## src/rtl/debug_step_pkg.sv

```systemverilog
// Shared state encoding for the debug step controller.
package debug_step_pkg;

  typedef enum logic [1:0] {
    ST_HALT       = 2'd0,
    ST_RUN        = 2'd1,
    ST_STEP_CYCLE = 2'd2,
    ST_STEP_INSTR = 2'd3
  } state_t;

  localparam int SYNC_BITS = 4;

endpackage

```

## src/rtl/step_debouncer.sv

```systemverilog
// Debounces the synchronised step button and emits a one-cycle pulse on each accepted rising level.
module step_debouncer #(
  parameter int DEBOUNCE_CYCLES = 50000
) (
  input  logic i_oszClk,
  input  logic i_nReset,
  input  logic i_level,
  output logic o_step
);

  localparam int CW = (DEBOUNCE_CYCLES > 2) ? $clog2(DEBOUNCE_CYCLES) : 1;

  logic          r_level;
  logic [CW-1:0] r_cnt;
  logic          r_step;

  // Level is accepted on the DEBOUNCE_CYCLES-th consecutive differing sample; any agreement restarts.
  always_ff @(posedge i_oszClk or negedge i_nReset) begin
    if (!i_nReset) begin
      r_level <= 1'b0;
      r_cnt   <= '0;
      r_step  <= 1'b0;
    end else begin
      r_step <= 1'b0;
      if (i_level != r_level) begin
        if (r_cnt == CW'(DEBOUNCE_CYCLES - 1)) begin
          r_level <= i_level;
          r_cnt   <= '0;
          r_step  <= i_level;
        end else begin
          r_cnt <= r_cnt + CW'(1);
        end
      end else begin
        r_cnt <= '0;
      end
    end
  end

  assign o_step = r_step;

endmodule

```

## src/rtl/debug_step_ctrl.sv

```systemverilog
// Run/halt/single-step controller with PC breakpoints gating the CPU clock enable.
// Optional cycle counter output enabled by defining DEBUG_CYCLE_COUNTER_EN.
module debug_step_ctrl
  import debug_step_pkg::*;
#(
  parameter int ADDR_WIDTH      = 16,
  parameter int NUM_BREAKPOINTS = 4,
  parameter int DEBOUNCE_CYCLES = 50000
) (
  input  logic                                  i_oszClk,
  input  logic                                  i_nReset,
  input  logic                                  i_btnStep,
  input  logic                                  i_swStepNRun,
  input  logic                                  i_swInstrNCycle,
  input  logic                                  i_swEnableBreakpoint,
  input  logic [NUM_BREAKPOINTS*ADDR_WIDTH-1:0] i_breakpointAddress,
  input  logic [NUM_BREAKPOINTS-1:0]            i_breakpointValid,
  input  logic [ADDR_WIDTH-1:0]                 i_pc,
  input  logic                                  i_instrStart,
  output logic                                  o_cpuClkEn,
  output logic                                  o_halted,
  output logic [NUM_BREAKPOINTS-1:0]            o_breakHit,
  output logic [1:0]                            o_state
`ifdef DEBUG_CYCLE_COUNTER_EN
  ,
  output logic [31:0]                           o_cycleCount
`endif
);

  logic [SYNC_BITS-1:0]       r_sync1;
  logic [SYNC_BITS-1:0]       r_sync2;
  state_t                     r_state;
  logic                       r_first_run;
  logic                       r_instr_first;
  logic [NUM_BREAKPOINTS-1:0] r_break_hit;
  logic [NUM_BREAKPOINTS-1:0] w_bp_vec;
  logic                       w_step;
  logic                       w_break_match;
  logic                       w_instr_stop;
  logic                       w_btn_s;
  logic                       w_step_mode;
  logic                       w_instr_mode;
  logic                       w_bp_en;

  // Two-flop synchronisers for the button and all switches.
  always_ff @(posedge i_oszClk or negedge i_nReset) begin
    if (!i_nReset) begin
      r_sync1 <= '0;
      r_sync2 <= '0;
    end else begin
      r_sync1 <= {i_btnStep, i_swStepNRun, i_swInstrNCycle, i_swEnableBreakpoint};
      r_sync2 <= r_sync1;
    end
  end

  assign {w_btn_s, w_step_mode, w_instr_mode, w_bp_en} = r_sync2;

  step_debouncer #(
    .DEBOUNCE_CYCLES(DEBOUNCE_CYCLES)
  ) u_debouncer (
    .i_oszClk(i_oszClk),
    .i_nReset(i_nReset),
    .i_level (w_btn_s),
    .o_step  (w_step)
  );

  // Per-entry address comparators.
  always_comb begin
    w_bp_vec = '0;
    for (int k = 0; k < NUM_BREAKPOINTS; k++) begin
      w_bp_vec[k] = i_breakpointValid[k] &&
                    (i_breakpointAddress[k*ADDR_WIDTH +: ADDR_WIDTH] == i_pc);
    end
  end

  assign w_break_match = (r_state == ST_RUN) && !r_first_run && w_bp_en &&
                         i_instrStart && (|w_bp_vec);
  assign w_instr_stop  = (r_state == ST_STEP_INSTR) && !r_instr_first && i_instrStart;

  // Clock enable must drop in the same cycle a stop condition is seen, so it is decoded, not registered.
  assign o_cpuClkEn = (r_state != ST_HALT) && !w_break_match && !w_instr_stop;
  assign o_halted   = (r_state == ST_HALT);
  assign o_breakHit = r_break_hit;
  assign o_state    = r_state;

  // Main control FSM.
  always_ff @(posedge i_oszClk or negedge i_nReset) begin
    if (!i_nReset) begin
      r_state       <= ST_HALT;
      r_first_run   <= 1'b1;
      r_instr_first <= 1'b0;
      r_break_hit   <= '0;
    end else begin
      case (r_state)
        ST_HALT: begin
          r_first_run <= 1'b1;
          if (w_step) begin
            r_break_hit <= '0;
            if (w_step_mode) begin
              r_instr_first <= 1'b1;
              r_state       <= w_instr_mode ? ST_STEP_INSTR : ST_STEP_CYCLE;
            end else begin
              r_state <= ST_RUN;
            end
          end else if (!w_step_mode && (r_break_hit == '0)) begin
            r_state <= ST_RUN;
          end else begin
            r_state <= ST_HALT;
          end
        end
        ST_RUN: begin
          r_first_run <= 1'b0;
          if (w_break_match) begin
            r_state     <= ST_HALT;
            r_break_hit <= w_bp_vec;
          end else if (w_step_mode) begin
            r_state <= ST_HALT;
          end else begin
            r_state <= ST_RUN;
          end
        end
        ST_STEP_CYCLE: r_state <= ST_HALT;
        ST_STEP_INSTR: begin
          r_instr_first <= 1'b0;
          if (w_instr_stop) begin
            r_state <= ST_HALT;
          end else begin
            r_state <= ST_STEP_INSTR;
          end
        end
        default: r_state <= ST_HALT;
      endcase
    end
  end

`ifdef DEBUG_CYCLE_COUNTER_EN
  logic [31:0] r_cycle_count;

  // Counts enabled CPU cycles, wrapping naturally at 32 bits.
  always_ff @(posedge i_oszClk or negedge i_nReset) begin
    if (!i_nReset) begin
      r_cycle_count <= 32'd0;
    end else if (o_cpuClkEn) begin
      r_cycle_count <= r_cycle_count + 32'd1;
    end else begin
      r_cycle_count <= r_cycle_count;
    end
  end

  assign o_cycleCount = r_cycle_count;
`endif

endmodule

```

## config.mk

```make
export PLATFORM = sky130hd
export DESIGN_NAME = debug_step_ctrl
export DESIGN_NICKNAME = d
export VERILOG_FILES = /design/src/rtl/debug_step_pkg.sv /design/src/rtl/step_debouncer.sv /design/src/rtl/debug_step_ctrl.sv
export SDC_FILE = /design/constraint.sdc
export NUM_CORES = 1
export LEC_CHECK = 0
export BUFFER_PORTS_ARGS = -buffer_cell sky130_fd_sc_hd__buf_4
export CAP_MARGIN = 20
export CELL_PAD_IN_SITES_DETAIL_PLACEMENT = 2
export CELL_PAD_IN_SITES_GLOBAL_PLACEMENT = 2
export CORE_MARGIN = 1
export CORE_UTILIZATION = 29
export DETAILED_ROUTE_END_ITERATION = 8
export PLACE_DENSITY_LB_ADDON = 0.15
export SKIP_CTS_REPAIR_TIMING = 1
export SLEW_MARGIN = 5
export SYNTH_ARGS = -nofsm -noshare
export SYNTH_HDL_FRONTEND = slang
export SYNTH_SLANG_ARGS = --single-unit
```

## constraint.sdc

```tcl
create_clock -name i_oszClk -period 4.9 [get_ports i_oszClk]
set_clock_uncertainty 0.2 [all_clocks]
set_input_delay 0.98 -clock i_oszClk [delete_from_list [all_inputs] [get_ports i_oszClk]]
set_output_delay 0.98 -clock i_oszClk [all_outputs]
set_load 0.1 [all_outputs]
```

==> flow_summary.html <==
<table>
<tr><th>Metric</th><th>Value</th></tr>
<tr><th colspan="2">Pwr</th></tr>
<tr><td>Net Sw Power</td><td>369 uW</td></tr>
<tr><td>Power per Cell Area</td><td>295 nW/um^2</td></tr>
<tr><td>Combinational power share</td><td>42.4%</td></tr>
<tr><td>Relative contribution of the clock network to total power</td><td>22.3%</td></tr>
<tr><td>Internal Power</td><td>562 uW</td></tr>
<tr><td>Static leakage</td><td>0.00134 uW</td></tr>
<tr><td>Sw Ratio</td><td>39.7%</td></tr>
<tr><td>VDD IR-drop max</td><td>0.108 mV</td></tr>
<tr><td>Flop pwr share</td><td>35.3%</td></tr>
<tr><td>Final total power</td><td>931 uW</td></tr>
<tr><th colspan="2">Timing</th></tr>
<tr><td>Pins Over Slew Limit</td><td>0</td></tr>
<tr><td>Worst slew pin tran</td><td>0.556 ns</td></tr>
<tr><td>Setup repair after global routing missed its margin</td><td>false</td></tr>
<tr><td>Max-slew headroom</td><td>62.8%</td></tr>
<tr><td>Count of final hold-check violations</td><td>0</td></tr>
<tr><td>Share of the clock period used by the worst path after layout</td><td>80.0%</td></tr>
<tr><td>Highest clock frequency the design can meet</td><td>0.255 GHz</td></tr>
<tr><td>Tmin final</td><td>3.92 ns</td></tr>
<tr><td>Sum of negative setup slack</td><td>0 ns</td></tr>
<tr><td>Number of failing setup endpoints in the final timing report</td><td>0</td></tr>
<tr><th colspan="2">Detailed routing</th></tr>
<tr><td>Drc violations</td><td>0</td></tr>
<tr><td>Drt wl/cell</td><td>16.0 microns</td></tr>
<tr><td>WL met1</td><td>3070 microns</td></tr>
<tr><td>Amount of wire on met3 after detailed routing</td><td>205 microns</td></tr>
<tr><td>Routed met2 length</td><td>3670 microns</td></tr>
<tr><td>Top layer reached by signal wires</td><td>met4</td></tr>
<tr><td>1st-pass router iterations</td><td>2</td></tr>
<tr><td>Via-to-Cell Ratio</td><td>4.61</td></tr>
<tr><td>Number of design-rule violations left by the first detailed-router iteration</td><td>51</td></tr>
<tr><td>Antenna violation net count after detailed routing</td><td>0</td></tr>
<tr><td>Total via count in the routed design</td><td>2018</td></tr>
<tr><td>Total detailed-routing wirelength</td><td>7000 microns</td></tr>
<tr><th colspan="2">Setup path</th></tr>
<tr><td>Register-to-Register Path Depth</td><td>4</td></tr>
<tr><td>Crit Path Category</td><td>in2out</td></tr>
<tr><td>Cell chain of the critical path</td><td>buf_4, xnor2_1, nand4_1, nor4_1, and3_1, o41a_1, a311oi_2, buf_4</td></tr>
<tr><td>Data arrival time of the critical path</td><td>2.74 ns</td></tr>
<tr><td>Critical-path top delay cell</td><td>sky130_fd_sc_hd__o41a_1</td></tr>
<tr><td>Crit Reg-Reg Endpoint</td><td>u_debouncer.r_cnt[12]</td></tr>
<tr><td>Largest stage delay on the critical path</td><td>0.52 ns</td></tr>
<tr><td>Worst reg-to-reg setup slack</td><td>2.88 ns</td></tr>
<tr><td>Peak fanout along the critical path</td><td>6</td></tr>
<tr><td>Capturing element type of the critical path</td><td>primary output</td></tr>
<tr><td>Reg2Reg Launch Point</td><td>u_debouncer.r_cnt[11]</td></tr>
<tr><td>Setup crit start kind</td><td>primary input</td></tr>
<tr><td>Cell seen most often among critical-path stages</td><td>sky130_fd_sc_hd__buf_4</td></tr>
<tr><td>Required time of the critical path</td><td>3.72 ns</td></tr>
<tr><th colspan="2">Clocking</th></tr>
<tr><td>Clock tree from TritonCTS</td><td>built</td></tr>
<tr><td>Insertion delay to the later sink of the worst-skew pair</td><td>0.28 ns</td></tr>
<tr><td>CTS max path bufs</td><td>2</td></tr>
<tr><td>Clock transition at path regs</td><td>0.07 ns</td></tr>
<tr><td>H-Tree Depth</td><td>2</td></tr>
<tr><td>Clock Sink Count</td><td>34</td></tr>
<tr><td>Number of buffers created by CTS</td><td>5</td></tr>
<tr><td>Root Buffer Master</td><td>sky130_fd_sc_hd__clkbuf_8</td></tr>
<tr><th colspan="2">Synth</th></tr>
<tr><td>Primary flip-flop cell chosen by synthesis mapping</td><td>sky130_fd_sc_hd__dfrtp_1</td></tr>
<tr><td>Fraction of registers with async set or reset after synthesis</td><td>100%</td></tr>
<tr><td>Post-synthesis area per instance</td><td>9.32 sq um</td></tr>
<tr><td>Synthesized area</td><td>2320 sq um</td></tr>
<tr><td>Yosys warning count</td><td>0</td></tr>
<tr><td>Cells after synthesis</td><td>249</td></tr>
<tr><td>Synthesized netlist net count</td><td>344</td></tr>
<tr><td>Sequential area share after synthesis</td><td>36.7%</td></tr>
<tr><td>Number of flops mapped to enable cells by yosys</td><td>0</td></tr>
<tr><td>Register bit total from synthesis</td><td>34</td></tr>
<tr><td>Distinct cell type count after synthesis</td><td>30</td></tr>
<tr><th colspan="2">Finish</th></tr>
<tr><td>Combined area of the multi-input logic cells</td><td>1330 sq um</td></tr>
<tr><td>Area growth from synthesis to final layout</td><td>36.1%</td></tr>
<tr><td>Number of non-filler instances in the completed layout</td><td>438</td></tr>
<tr><td>Share of post-route cells with drive strength above 1</td><td>33.0%</td></tr>
<tr><td>Area taken by flip-flops and latches</td><td>852 sq um</td></tr>
<tr><td>Layout filler cell count</td><td>885</td></tr>
<tr><td>Ant diodes</td><td>0</td></tr>
<tr><td># nets final</td><td>430</td></tr>
<tr><th colspan="2">Die</th></tr>
<tr><td>Die Span Y</td><td>91.5 microns</td></tr>
<tr><td>Row Count</td><td>32</td></tr>
<tr><td>Full die area</td><td>8360 sq um</td></tr>
<tr><td>Effective utilization at floorplan</td><td>30.0%</td></tr>
<tr><td>Number of top-level design ports</td><td>99</td></tr>
<tr><td>Floorplan core area</td><td>7730 sq um</td></tr>
<tr><td>Die width</td><td>91.5 microns</td></tr>
<tr><th colspan="2">Placement</th></tr>
<tr><td>Routability Congestion</td><td>0.788</td></tr>
<tr><td>Hpwl dp</td><td>5860 microns</td></tr>
<tr><td>Number of placed instances with taps included</td><td>430</td></tr>
<tr><td>Port Buf Inserts</td><td>98</td></tr>
<tr><th colspan="2">Global route</th></tr>
<tr><td>Wire length of the first global-routing pass</td><td>11400 microns</td></tr>
<tr><td>Initial antenna violation count</td><td>0</td></tr>
<tr><td>Via count of the first global-routing pass</td><td>2248</td></tr>
<tr><td>Overall overflow remaining after global route</td><td>0</td></tr>
<tr><td>Gr usage total</td><td>17.6%</td></tr>
<tr><td>Pin count of the biggest net entering global routing</td><td>35</td></tr>
<tr><th colspan="2">Hold path</th></tr>
<tr><td>Hold-critical path depth</td><td>0</td></tr>
<tr><td>Class of the most critical hold timing path</td><td>reg2reg</td></tr>
<tr><td>Hold path startpoint</td><td>r_sync1[0]</td></tr>
<tr><td>Hold Crit Endpoint</td><td>r_sync2[0]</td></tr>
<tr><th colspan="2">Run</th></tr>
<tr><td>MaxCap Viol Count</td><td>0</td></tr>
<tr><th colspan="2">Run status</th></tr>
<tr><td>Outcome</td><td>completed</td></tr>
</table>
critical path: cells and delay by family:
family | cells | cell delay (ns)
compound gates | 2 | 0.75
xor+xnor | 1 | 0.13
buf+inv | 2 | 0.47
simple gates | 3 | 0.41
metrics by stage:
stage	utilization, %	hold WS, ns	setup slack (ns)	area (sq um)
after floorplan	-	0.131	0.344	2320
after global placement	39.7	0.133	0.978	3070
after detailed placement	39.7	0.138	0.973	3070
after CTS	40.9	0.153	0.967	3160
after global routing	40.9	0.160	0.856	3160
final	40.9	0.152	0.978	3160
cells in the mapped netlist, drive strengths merged, types with 3 or more instances:
cell    number  area (sq um)
and3         8          50.1
and2         4          25.0
a31oi        4          25.0
o21ai        7          35.0
inv          5          18.8
a21oi        4          20.0
dfrtp       33           826
nor2        25          93.8
xnor2       72           631
nand4       15          93.8
buf         16           105
xor2         7          61.3
nand3        8          40.0
nand2       14          52.6
clkbuf       3          11.3
ha           4          50.1
nor4         6          37.5
power by group through the flow:
stage | Clock, uW | Sequential, uW | Combinational (uW)
finish | 208 | 329 | 394
global route | 232 | 333 | 420
CTS | 219 | 330 | 399
detailed placement | 0 | 335 | 397
global placement | 0 | 333 | 393
floorplan | 0 | 435 | 171
per-layer routing:
layer	up-vias	track usage [%]
met5	-	0
met4	0	3.70
met3	6	2.76
met2	40	31.7
met1	979	21.9
li1	993	-
cells by family (layout without fill, tap and decap cells):
logic type | after synthesis | after routing | share of synthesized area (%)
adder cells (fa/ha/maj) | 4 | 4 | 2.16
multiplexers | 3 | 3 | 1.40
AO/OA/AOI/OAI | 17 | 17 | 4.58
AND/OR/NAND/NOR | 88 | 88 | 19.5
buffers and inverters | 24 | 111 | 5.82
flip-flops | 34 | 34 | 36.7
XOR/XNOR | 79 | 79 | 29.8
area by class of cell:
cell class                      count  area share [%]
Inverter                            5           0.594
Clock inverter                      1           0.158
Clock buffer                        7            2.73
Multi-Input combinational cell    191            42.2
Sequential cell                    34            27.0
Tap cell                          102            4.04
Timing Repair Buffer               98            23.3
worst max-delay path by stage:
stage / start / end / cells after the start
detailed placement: i_pc[4] / o_cpuClkEn / 8
floorplan: i_pc[11] / o_cpuClkEn / 7
global placement: i_pc[5] / o_cpuClkEn / 8
CTS: i_pc[4] / o_cpuClkEn / 8
global route: i_pc[4] / o_cpuClkEn / 8
finish: i_pc[4] / o_cpuClkEn / 8
registers in the layout (all words and copies together) (netlist names):
register             count
o_breakHit               4
o_state                  2
r_first_run              1
r_instr_first            1
r_sync1                  4
r_sync2                  4
u_debouncer.o_step       1
u_debouncer.r_cnt       16
u_debouncer.r_level      1
cell usage in the layout, fill, tap and decap left out, types with 5 or more instances in the layout:
master and count:
sky130_fd_sc_hd__buf_4 98, sky130_fd_sc_hd__xnor2_1 72, sky130_fd_sc_hd__dfrtp_1 33, sky130_fd_sc_hd__nor2_1 25, sky130_fd_sc_hd__nand4_1 15, sky130_fd_sc_hd__nand2_1 14, sky130_fd_sc_hd__and3_1 8, sky130_fd_sc_hd__nand3_1 8
sky130_fd_sc_hd__xor2_1 7, sky130_fd_sc_hd__nor4_1 6, sky130_fd_sc_hd__clkbuf_8 6, sky130_fd_sc_hd__inv_1 5, sky130_fd_sc_hd__o21ai_1 5
(Power assumes the default switching activity.)
